[config.mk]
export PLATFORM = sky130hd
export DESIGN_NAME = note_player
export DESIGN_NICKNAME = d
export VERILOG_FILES = /design/src/rtl/note_player.sv
export SDC_FILE = /design/constraint.sdc
export NUM_CORES = 1
export LEC_CHECK = 0
export CAP_MARGIN = 20
export CORE_UTILIZATION = 35
export DETAILED_ROUTE_END_ITERATION = 10
export HOLD_SLACK_MARGIN = 0.08
export PLACE_DENSITY_LB_ADDON = 0.12
export SYNTH_ARGS = -nofsm -noshare
export SYNTH_HDL_FRONTEND = slang
export SYNTH_SLANG_ARGS = --single-unit
[constraint.sdc]
create_clock -name clk -period 4 [get_ports clk]
set_clock_uncertainty 0.1 [all_clocks]
set_input_delay 0.6 -clock clk [delete_from_list [all_inputs] [get_ports clk]]
set_output_delay 0.6 -clock clk [all_outputs]
set_load 0.05 [all_outputs]
[src/rtl/note_player.sv]
// note_player: single-voice note player.
//
// Latches a note/duration on load_new_note, looks up the frequency step from an
// external ROM (ROM_LAT cycles), then advances a phase accumulator by that step on
// every sample_tick while counting down the duration on beat ticks. A note_done
// pulse is issued one cycle after the final beat. The phase is never cleared
// between notes, so consecutive notes are phase-continuous.
//
// Optional feature macro: NOTE_PLAYER_ARTIC_EN
//   When defined, notes of two or more beats have their gate dropped for the
//   final beat (articulation). Phase and note_done timing are unaffected.
//
// Ports:
//   clk            system clock
//   reset          synchronous, active-low reset
//   play_enable    1 = run, 0 = pause (all state frozen, pulses masked)
//   note           note index, 0 = rest
//   duration       length in beats, 0 treated as 1
//   load_new_note  strobe: latch note/duration and start a lookup
//   beat           beat tick
//   sample_tick    request for the next sample phase
//   freq_rom_addr  frequency ROM address (latched note)
//   freq_step_in   frequency ROM data
//   phase          phase accumulator
//   sample_valid   pulses the cycle after phase updates
//   gate           voice audible
//   busy           in LOOKUP or PLAY
//   note_done      pulse at end of note
module note_player #(
    parameter int unsigned PHASE_W = 22,
    parameter int unsigned STEP_W  = 20,
    parameter int unsigned ROM_LAT = 1
) (
    input  logic               clk,
    input  logic               reset,
    input  logic               play_enable,
    input  logic [5:0]         note,
    input  logic [5:0]         duration,
    input  logic               load_new_note,
    input  logic               beat,
    input  logic               sample_tick,
    output logic [5:0]         freq_rom_addr,
    input  logic [STEP_W-1:0]  freq_step_in,
    output logic [PHASE_W-1:0] phase,
    output logic               sample_valid,
    output logic               gate,
    output logic               busy,
    output logic               note_done
);

    typedef enum logic [1:0] {StIdle, StLookup, StPlay} state_e;

    state_e               state_q, state_d;
    logic [PHASE_W-1:0]   phase_q, phase_d;
    logic [PHASE_W-1:0]   step_q, step_d;
    logic [5:0]           dur_cnt_q, dur_cnt_d;
    logic [1:0]           lat_cnt_q, lat_cnt_d;
    logic [5:0]           note_q, note_d;
    logic                 sample_valid_q, sample_valid_d;
    logic                 note_done_q, note_done_d;
    logic                 gate_q, gate_d;
`ifdef NOTE_PLAYER_ARTIC_EN
    logic                 long_q, long_d;
`endif

    always_comb begin
        state_d        = state_q;
        phase_d        = phase_q;
        step_d         = step_q;
        dur_cnt_d      = dur_cnt_q;
        lat_cnt_d      = lat_cnt_q;
        note_d         = note_q;
        gate_d         = gate_q;
        sample_valid_d = 1'b0;
        note_done_d    = 1'b0;
`ifdef NOTE_PLAYER_ARTIC_EN
        long_d         = long_q;
`endif
        if (play_enable) begin
            // A tick in PLAY always uses the current step, even when a new note
            // is being loaded in the same cycle.
            if (state_q == StPlay && sample_tick) begin
                phase_d        = phase_q + step_q;
                sample_valid_d = 1'b1;
            end

            if (load_new_note) begin
                // Restart from any state; a same-cycle beat is dropped.
                note_d    = note;
                dur_cnt_d = (duration == 6'd0) ? 6'd1 : duration;
                lat_cnt_d = 2'(ROM_LAT);
                state_d   = StLookup;
`ifdef NOTE_PLAYER_ARTIC_EN
                long_d    = (duration >= 6'd2);
`endif
            end else begin
                unique case (state_q)
                    StIdle: ;
                    StLookup: begin
                        lat_cnt_d = lat_cnt_q - 2'd1;
                        if (lat_cnt_q <= 2'd1) begin
                            step_d  = (note_q == 6'd0) ? '0 : PHASE_W'(freq_step_in);
                            state_d = StPlay;
                        end
                    end
                    StPlay: begin
                        if (beat) begin
                            dur_cnt_d = dur_cnt_q - 6'd1;
                            if (dur_cnt_q == 6'd1) begin
                                state_d     = StIdle;
                                note_done_d = 1'b1;
                            end
                        end
                    end
                    default: state_d = StIdle;
                endcase
            end

            // Gate follows the current state, hence lags the state by one cycle.
`ifdef NOTE_PLAYER_ARTIC_EN
            gate_d = (state_q == StPlay) && (note_q != 6'd0) &&
                     !(long_q && dur_cnt_q == 6'd1);
`else
            gate_d = (state_q == StPlay) && (note_q != 6'd0);
`endif
        end
    end

    always_ff @(posedge clk) begin
        if (!reset) begin
            state_q        <= StIdle;
            phase_q        <= '0;
            step_q         <= '0;
            dur_cnt_q      <= '0;
            lat_cnt_q      <= '0;
            note_q         <= '0;
            sample_valid_q <= 1'b0;
            note_done_q    <= 1'b0;
            gate_q         <= 1'b0;
`ifdef NOTE_PLAYER_ARTIC_EN
            long_q         <= 1'b0;
`endif
        end else begin
            state_q        <= state_d;
            phase_q        <= phase_d;
            step_q         <= step_d;
            dur_cnt_q      <= dur_cnt_d;
            lat_cnt_q      <= lat_cnt_d;
            note_q         <= note_d;
            sample_valid_q <= sample_valid_d;
            note_done_q    <= note_done_d;
            gate_q         <= gate_d;
`ifdef NOTE_PLAYER_ARTIC_EN
            long_q         <= long_d;
`endif
        end
    end

    assign freq_rom_addr = note_q;
    assign phase         = phase_q;
    assign gate          = gate_q;
    assign busy          = (state_q != StIdle);
    // Pulses are masked while paused.
    assign sample_valid  = sample_valid_q & play_enable;
    assign note_done     = note_done_q & play_enable;

endmodule

======== Word level (Yosys, flattened, before mapping) ========
Index checks and enable logic that the tools add are counted.
word-level totals
  bits in registers ....................... 63
  input port bits ......................... 38
  output and inout port bits .............. 32
  word-level logic and storage cells ...... 59
cells by class
  add/subtract/negate cells ............... 3
  order comparisons ....................... 1
  equal/unequal tests ..................... 7
  multiplexer cells ....................... 14
  bitwise logic cells ..................... 7
  reductions and logical operators ........ 18
operators with widths
  cell                 number
  $mux 6               4
  $add 22x22->22       1
  $mux 20              1
  $logic_not 6->1      2
  $mux 2               6
  $reduce_and 2->1     4
  $reduce_bool 2->1    4
  $eq 6x1->1 const B   1
  $ne 3x3->1 const B   2
  $pmux 2 s3           1
  $reduce_bool 6->1    1
  $sub 6x1->6 const B  1
  $not 1->1            5
  $reduce_and 5->1     1
  $reduce_or 5->1      1
  $reduce_and 4->1     1
  $ne 3x2->1 const B   1
  $reduce_and 3->1     1
  $and 1x1->1          2
  $eq 2x1->1 const B   1
  $eq 2x2->1 const B   1
  $le 2x1->1 const B   1
  $logic_and 1x1->1    2
  $logic_not 2->1      1
  3 further kinds      4

======== Longest topological paths before layout ========
Gate-level depths: netlist of the first run.
  depth in word-level cells ............... 5
  depth in mapped cells ................... 10

======== Worst setup path after synthesis of the first run ========
No wires, ideal clock.
  kind .................................... reg-to-reg
  start ................................... register phase_q[0] (netlist: phase[0])
  end ..................................... register phase_q[20] (netlist: phase[20])
  data arrival time ....................... 2518 ps
  data required time ...................... 3830 ps
  path slack .............................. 1313 ps
  stages on the path, launching flop included .. 11
  buffers on the path ..................... 0
  period minus slack after synthesis ...... 2687 ps
  cell sequence ........................... dfxtp_1 > ha_1 > inv_1 > fa_1 > nor2b_2 > o2111ai_1 > a31o_4 > o21bai_4 > a31oi_1 > or3_1 > a21oi_1
between the ends
  word-level cells in the longest chain between the ends .. 1
ends and longest elaborated chain
  element                 line  source
  start, declared         54    logic [PHASE_W-1:0] phase_q, phase_d;
  start signal, assigned  145   phase_q <= phase_d;
  $add 22x22->22          83    phase_d = phase_q + step_q;
No other way between the ends.
A chain may end at the register's enable or synchronous reset.

======== Worst setup path in the final report of the first run ========
  start ................................... input play_enable
  end ..................................... output note_done
between the ends
  word-level cells in the longest chain between the ends .. 1
ends and longest elaborated chain
  element          line  source
  start, declared  36    input logic play_enable,
  $and 1x1->1      165   assign note_done = note_done_q & play_enable;
  end, declared    48    output logic note_done
No other way between the ends.

==> impl_results.md, run 1 <==
- Post-Place Cells: a little over 600
- Slew Limit Fails: 0
- IO Pins: 70
- IO buf count: 69
- Critical Path Slowest Stage Cell: clkdlybuf4s50_1
- Pin count of the biggest net entering global routing: 35
- Setup violators final: 0
- Worst-skew pair later-pin latency: 0.34 ns
- Cell count along the critical path: 3
- Worst hold-check path type: reg2reg
- Post-DR wirelength/cell: 14.92 µm
- FF-to-FF path depth: 10
- DIE WIDTH: 101.6 µm
- Rel. slew slack: 62.35%
- Dpl hpwl: 6.720 mm
- Residual DRC: 0
- CP Launch Type: input port
- Area leader, netlist: dfxtp_1
- Reg2reg start: phase[0]
- DR iter-0 viols: roughly 130
- Share of the synthesized area in the top cell type: a little over a third
- Buf/Inv on CP: 2
- Num CTS Buffers: 9
- Peak supply drop: approximately 0.19 mV
- Vias: between 3000 and 4000
- Fin util: 47.64%
- Leakage power: approximately 1.7 nW
- Core Area: roughly 0.0094 mm²
- Initial Utilization: 36.86%
- Final std cells w/o fill: 622
- Sequential area share after synthesis: about a third
- Layout cells sized above 1: under 10%
- Dpl ws: 1.224 ns
- Critical Path Source: play_enable
- Reg-to-reg setup timing slack: 1.51 ns
- Initial antenna violation count: 0
- CTS tree: done
- Clock tree buffer depth: 2
- Antenna viol nets, final: 0
- Crit path kind: in2out
- Via density per instance: 5.201
- Hold path endpoint: phase[15]
- Routability cong.: roughly 0.87
- Req. time, crit path: 3.30 ns
- Fmax: 0.3624 GHz
- Clock Pin Slew Worst Setup and Hold Paths: 0.07 ns
- Cells after Synth: 421
- Row count: 35
- Cell mode on critical path: clkdlybuf4s50_1
- First-pass GRT wire length: 14.97 mm
- Htree depth: 3
- Global route overflow: 0
- Synth Flop Type: dfxtp_1
- Root buffer cell: clkbuf_8
- Critical path arrival: 2.06 ns
- Area growth syn-to-layout: 29.24%
- Total Nets Final: between 500 and 600
- Routed wire length: 9.280 mm
- Synth warn: 0
- Post-Synthesis Cell Area: approximately 0.0035 mm²
- CP peak stage delay: 0.79 ns
- Final Hold Vio Count: 0
- ANT cells: 0
- CP Cell Sequence: clkdlybuf4s50_1 -> and2_1 -> clkdlybuf4s50_1
- Unique masters post-synth: 60
- #FFs+latches synth: 61
- Async set or reset register ratio after synthesis: 0%
- Die area: 0.01032 mm²
- Post_cts resized: 0
- Critical path's top delay family: buffers and inverters
- Drt pass-1 iters: 4
- GRT Util Overall: 18.71%
- Max-cap viol count: 0
- CP max FO: 3
- Post-Syn Nets: 483
- Die H: 101.6 µm
- Crit path time final: 2.760 ns
- Hold Path Depth: 2
- Post-synth EDFFs: 0
- Main area contributors after synthesis: dfxtp_1 (35%), ha_1 (8.3%), a21oi_1 (6.2%)
- Capturing point of the worst reg2reg path: phase[20]
- Syn avg cell area: 8.244 µm²
- Count of hold buffers inserted by post-cts repair: 0
- # clock sinks: 61
- Status: finished clean
- Least-Margin Pin Slew: between 0.5 and 0.6 ns
- Unrepaired setup endpoints after global routing: false
- Vias in the first global route: ~3200
- Final WS setup: 1.240 ns
- Final period util: 68.99%
- Pwr Total: 0.001336 W
- Worst setup EP type: output pin
- Postcts setup bufs: 0
- Setup TNS Final: 0 ns
- Hold Crit Start: phase[15]
- Pwr dens: 297.7 mW/mm²
-- worst reg2reg max path, delay by kind of cell, from the launching register on --
kind | cells | cell delay [ns]
AOI/OAI and AO/OA | 5 | 0.84
adders and majority gates | 2 | 0.59
buffers and inverters | 1 | 0.06
DFF | 1 | 0.36
and+or+nand+nor | 2 | 0.47
-- power breakdown --
part	internal, W	switching, W	total [W]	leakage (nW)
Combinational	0.0000656	0.0000711	0.000137	1.10
Clock	0.000316	0.000254	0.000571	0.101
Sequential	0.000618	0.0000100	0.000628	0.493
-- flip-flops by register name, summed over array words and instances (netlist names) --
name	count
phase	22
step_q	20
dur_cnt_q	6
freq_rom_addr	6
lat_cnt_q	2
state_q	2
gate	1
note_done_q	1
sample_valid_q	1
-- area by class of cell --
| class | instances | area [µm²] |
|---|---|---|
| clock inverter | 4 | 47.55 |
| tap | 129 | 161.4 |
| timing repair buffer | 77 | 750.7 |
| multi-input combinational | 330 | 2116 |
| clock buffer | 11 | 151.4 |
| inverter | 10 | 37.54 |
| fill | 967 | 4930 |
| sequential | 61 | 1221 |
-- synthesized netlist by cell type, types with 5 or more instances --
cell,n
dfxtp_1,61
nand2_1,49
a21oi_1,43
nor2_1,33
ha_1,23
a22oi_1,21
nand3_1,20
clkbuf_1,15
nor2b_1,14
o21ai_1,14
inv_1,10
o21ai_0,8
xor2_1,8
and2_1,7
a21o_1,6
xnor2_1,6
a211oi_1,5
a31oi_1,5
nand2b_1,5
-- cells by family after synthesis --
kind of cell               synth area share, %
AOI/OAI and AO/OA                        25.42
xor gates and xnor gates                 3.533
adders and majority gates                8.868
buffers and inverters                    4.037
DFF                                      35.18
muxes                                   0.2884
and+or+nand+nor                          22.67
-- worst max-delay path by stage --
stage | to | slack (ns)
2_1_floorplan | phase[20] | 1.31
3_3_place_gp | note_done | 1.22
3_5_place_dp | note_done | 1.22
4_1_cts | note_done | 1.22
5_1_grt | sample_valid | 1.19
6_report | note_done | 1.24
-- routing by layer --
layer / GRT usage [%] / part of all wire (%) / vias up
met3: 3.865 / 5.1 / 14
met1: 23.59 / 47 / 1476
met4: 8.361 / 2.1 / 0
met5: 0 / 0 / -
li1: - / - / 1652
met2: 30.72 / 46 / 93
-- per-stage QoR --
step           hold slack (ns)  instance area (µm²)
2_1_floorplan           0.3649                 3471
5_1_grt                 0.3937                 4486
4_1_cts                 0.3729                 4486
3_5_place_dp            0.3632                 4287
3_3_place_gp            0.3598                 4287
6_report                0.3690                 4486
-- placed cells by master, fill, tap and decap left out, types with 6 or more instances in the layout --
cell type / instances
clkbuf_8: 11
and2_1: 7
o21ai_1: 14
inv_1: 10
nor2_1: 33
ha_1: 23
xor2_1: 8
o21ai_0: 8
nor2b_1: 14
clkdlybuf4s50_1: 69
a22oi_1: 21
a21o_1: 6
nand3_1: 20
nand2_1: 49
dfxtp_1: 61
xnor2_1: 6
buf_4: 8
a21oi_1: 43
No activity file was read; power rests on OpenSTA's default activity.
==> inputs of run 2 (changes only) <==
clock period = 2.7 ns   (was 4 ns; I/O delays follow)
==> run 2 against run 1 <==
Setup slack lost 1.0 ns. Design area grew 0.25%. First-iteration DRC count shrank 6.3%. Global-route usage grew 0.39 points. Clock power grew 37%. Worst hold slack is essentially flat. Count of clock-buffer cells in the layout shrank 1. Core utilization grew 0.12 points. Combinational power grew 50%. Largest power group unchanged.
==> impl_results.md, run 2 (synthesis results as in run 1) <==
- CP Launch Type: register
- IO buf count: 69
- Least-Margin Pin Slew: around 0.52 ns
- Initial antenna violation count: 0
- Via density per instance: 5.172
- Most frequent cells in the layout: clkdlybuf4s50_1 (67), dfxtp_1 (61), nand2_1 (49)
- Crit path time final: roughly 2.5 ns
- GRT Util Overall: 19.10%
- CP max FO: 4
- Most common cell after layout, fill and taps aside: clkdlybuf4s50_1
- Initial Utilization: 36.86%
- Clock tree buffer depth: 2
- Antenna viol nets, final: 0
- Fmax: 0.4024 GHz
- Global route overflow: 0
- Pwr Total: between 0.0015 and 0.002 W
- Worst-skew pair later-pin latency: between 0.3 and 0.4 ns
- Num CTS Buffers: 9
- Peak supply drop: between 0.2 and 0.25 mV
- Hold Path Depth: 2
- Fillers: 955
- DIE WIDTH: 101.6 µm
- Pwr dens: 426.8 mW/mm²
- Residual DRC: 0
- First-pass GRT wire length: between 15 and 20 mm
- Routability cong.: 0.8497
- Die area: 0.01032 mm²
- Clock Pin Slew Worst Setup and Hold Paths: 0.07 ns
- Worst setup EP type: register
- Final Hold Vio Count: 0
- Max-cap viol count: 0
- Post-DR wirelength/cell: 14.83 µm
- Max reg flops: 22
- Total Nets Final: around 550
- Pin count of the biggest net entering global routing: 23
- IO Pins: 70
- Vias: 3222
- Routed wire length: 9.240 mm
- Leakage power: 1.703 nW
- Final period util: 92.03%
- CTS tree: done
- Area growth syn-to-layout: 29.56%
- Layout cells sized above 1: 8.097%
- Crit path kind: reg2reg
- ANT cells: 0
- DR iter-0 viols: 120
- # clock sinks: between 60 and 70
- Core Area: 0.009415 mm²
- Root buffer cell: clkbuf_8
- Dpl hpwl: 6.719 mm
- Slew Limit Fails: 0
- Setup TNS Final: 0 ns
- Row count: 35
- Critical path arrival: approximately 2.7 ns
- Req. time, crit path: 2.87 ns
- Worst hold-check path type: reg2reg
- FF-to-FF path depth: 10
- Rel. slew slack: 65.44%
- Unrepaired setup endpoints after global routing: false
- Status: finished clean
- Postcts setup bufs: 0
- Htree depth: 3
- Setup violators final: 0
- Drt pass-1 iters: 6
- Vias in the first global route: 3073
- Die H: 101.6 µm
[run 2: cell types whose count changed in the layout (fill, tap and decap cells not counted), sizes merged]
cell / previous run / this run
clkbuf: 11 / 10
clkdlybuf4s50: 69 / 67
clkinv: 2 / 3
buf: 8 / 11
[run 2: area by class of cell]
type / count / area, µm² / share of cell area (%)
Timing Repair Buffer: 78 / 778.2 / 17.31
Clock inverter: 5 / 52.55 / 1.169
Tap cell: 129 / 161.4 / 3.589
Multi-Input combinational cell: 330 / 2118 / 47.11
Sequential cell: 61 / 1221 / 27.16
Clock buffer: 10 / 127.6 / 2.838
Inverter: 10 / 37.54 / 0.8347
[run 2: metal layers]
layer	GRT usage [%]	up-vias	wire (µm)
li1	-	1651	-
met1	25.45	1488	4355
met2	31.08	75	4343
met3	4.693	8	465
met4	4.348	0	76
met5	0	-	0
[run 2: path summary, 6_finish.rpt]
kind             start        end  slack [ns]
min          phase[14]  phase[14]        0.37
min reg2reg  phase[14]  phase[14]        0.37
max           phase[0]  phase[20]        0.22
max reg2reg   phase[0]  phase[20]        0.22
[run 2: power breakdown]
| group | internal [W] | total, W | switching [W] |
|---|---|---|---|
| clock network | 0.000416 | 0.000784 | 0.000367 |
| logic | 0.0000985 | 0.000205 | 0.000107 |
| registers | 0.000916 | 0.000930 | 0.0000144 |
| total | 0.00143 | 0.00192 | 0.000488 |
[run 2: repair_timing]
action                     CTS  global route
hold endpoints to repair     0             0
gates resized for setup      0             1
setup endpoints to repair    0             1
hold buffers                 0             0
[run 2: through the flow]
step           setup slack, ns  hold WS [ns]  instance area (µm²)  std cells  util (%)
5_1_grt                0.03122        0.4040                 4497        623     47.76
3_5_place_dp            0.2362        0.3624                 4314        608     45.82
6_report                0.2151        0.3695                 4497        623     47.76
4_1_cts                 0.1912        0.3721                 4494        623     47.73
3_3_place_gp            0.3188        0.3522                 4314        608     45.82
2_1_floorplan          0.01251        0.3649                 3471        421         -
[run 2: worst max-delay path, stage by stage (launching register included)]
cell       delay (ns)
dfxtp_1          0.37
ha_1             0.18
inv_1            0.06
fa_2             0.37
nor2b_2          0.15
o2111ai_1        0.16
a31o_4           0.30
o21bai_4         0.16
a31oi_1          0.11
or3_1            0.33
a21oi_1          0.13
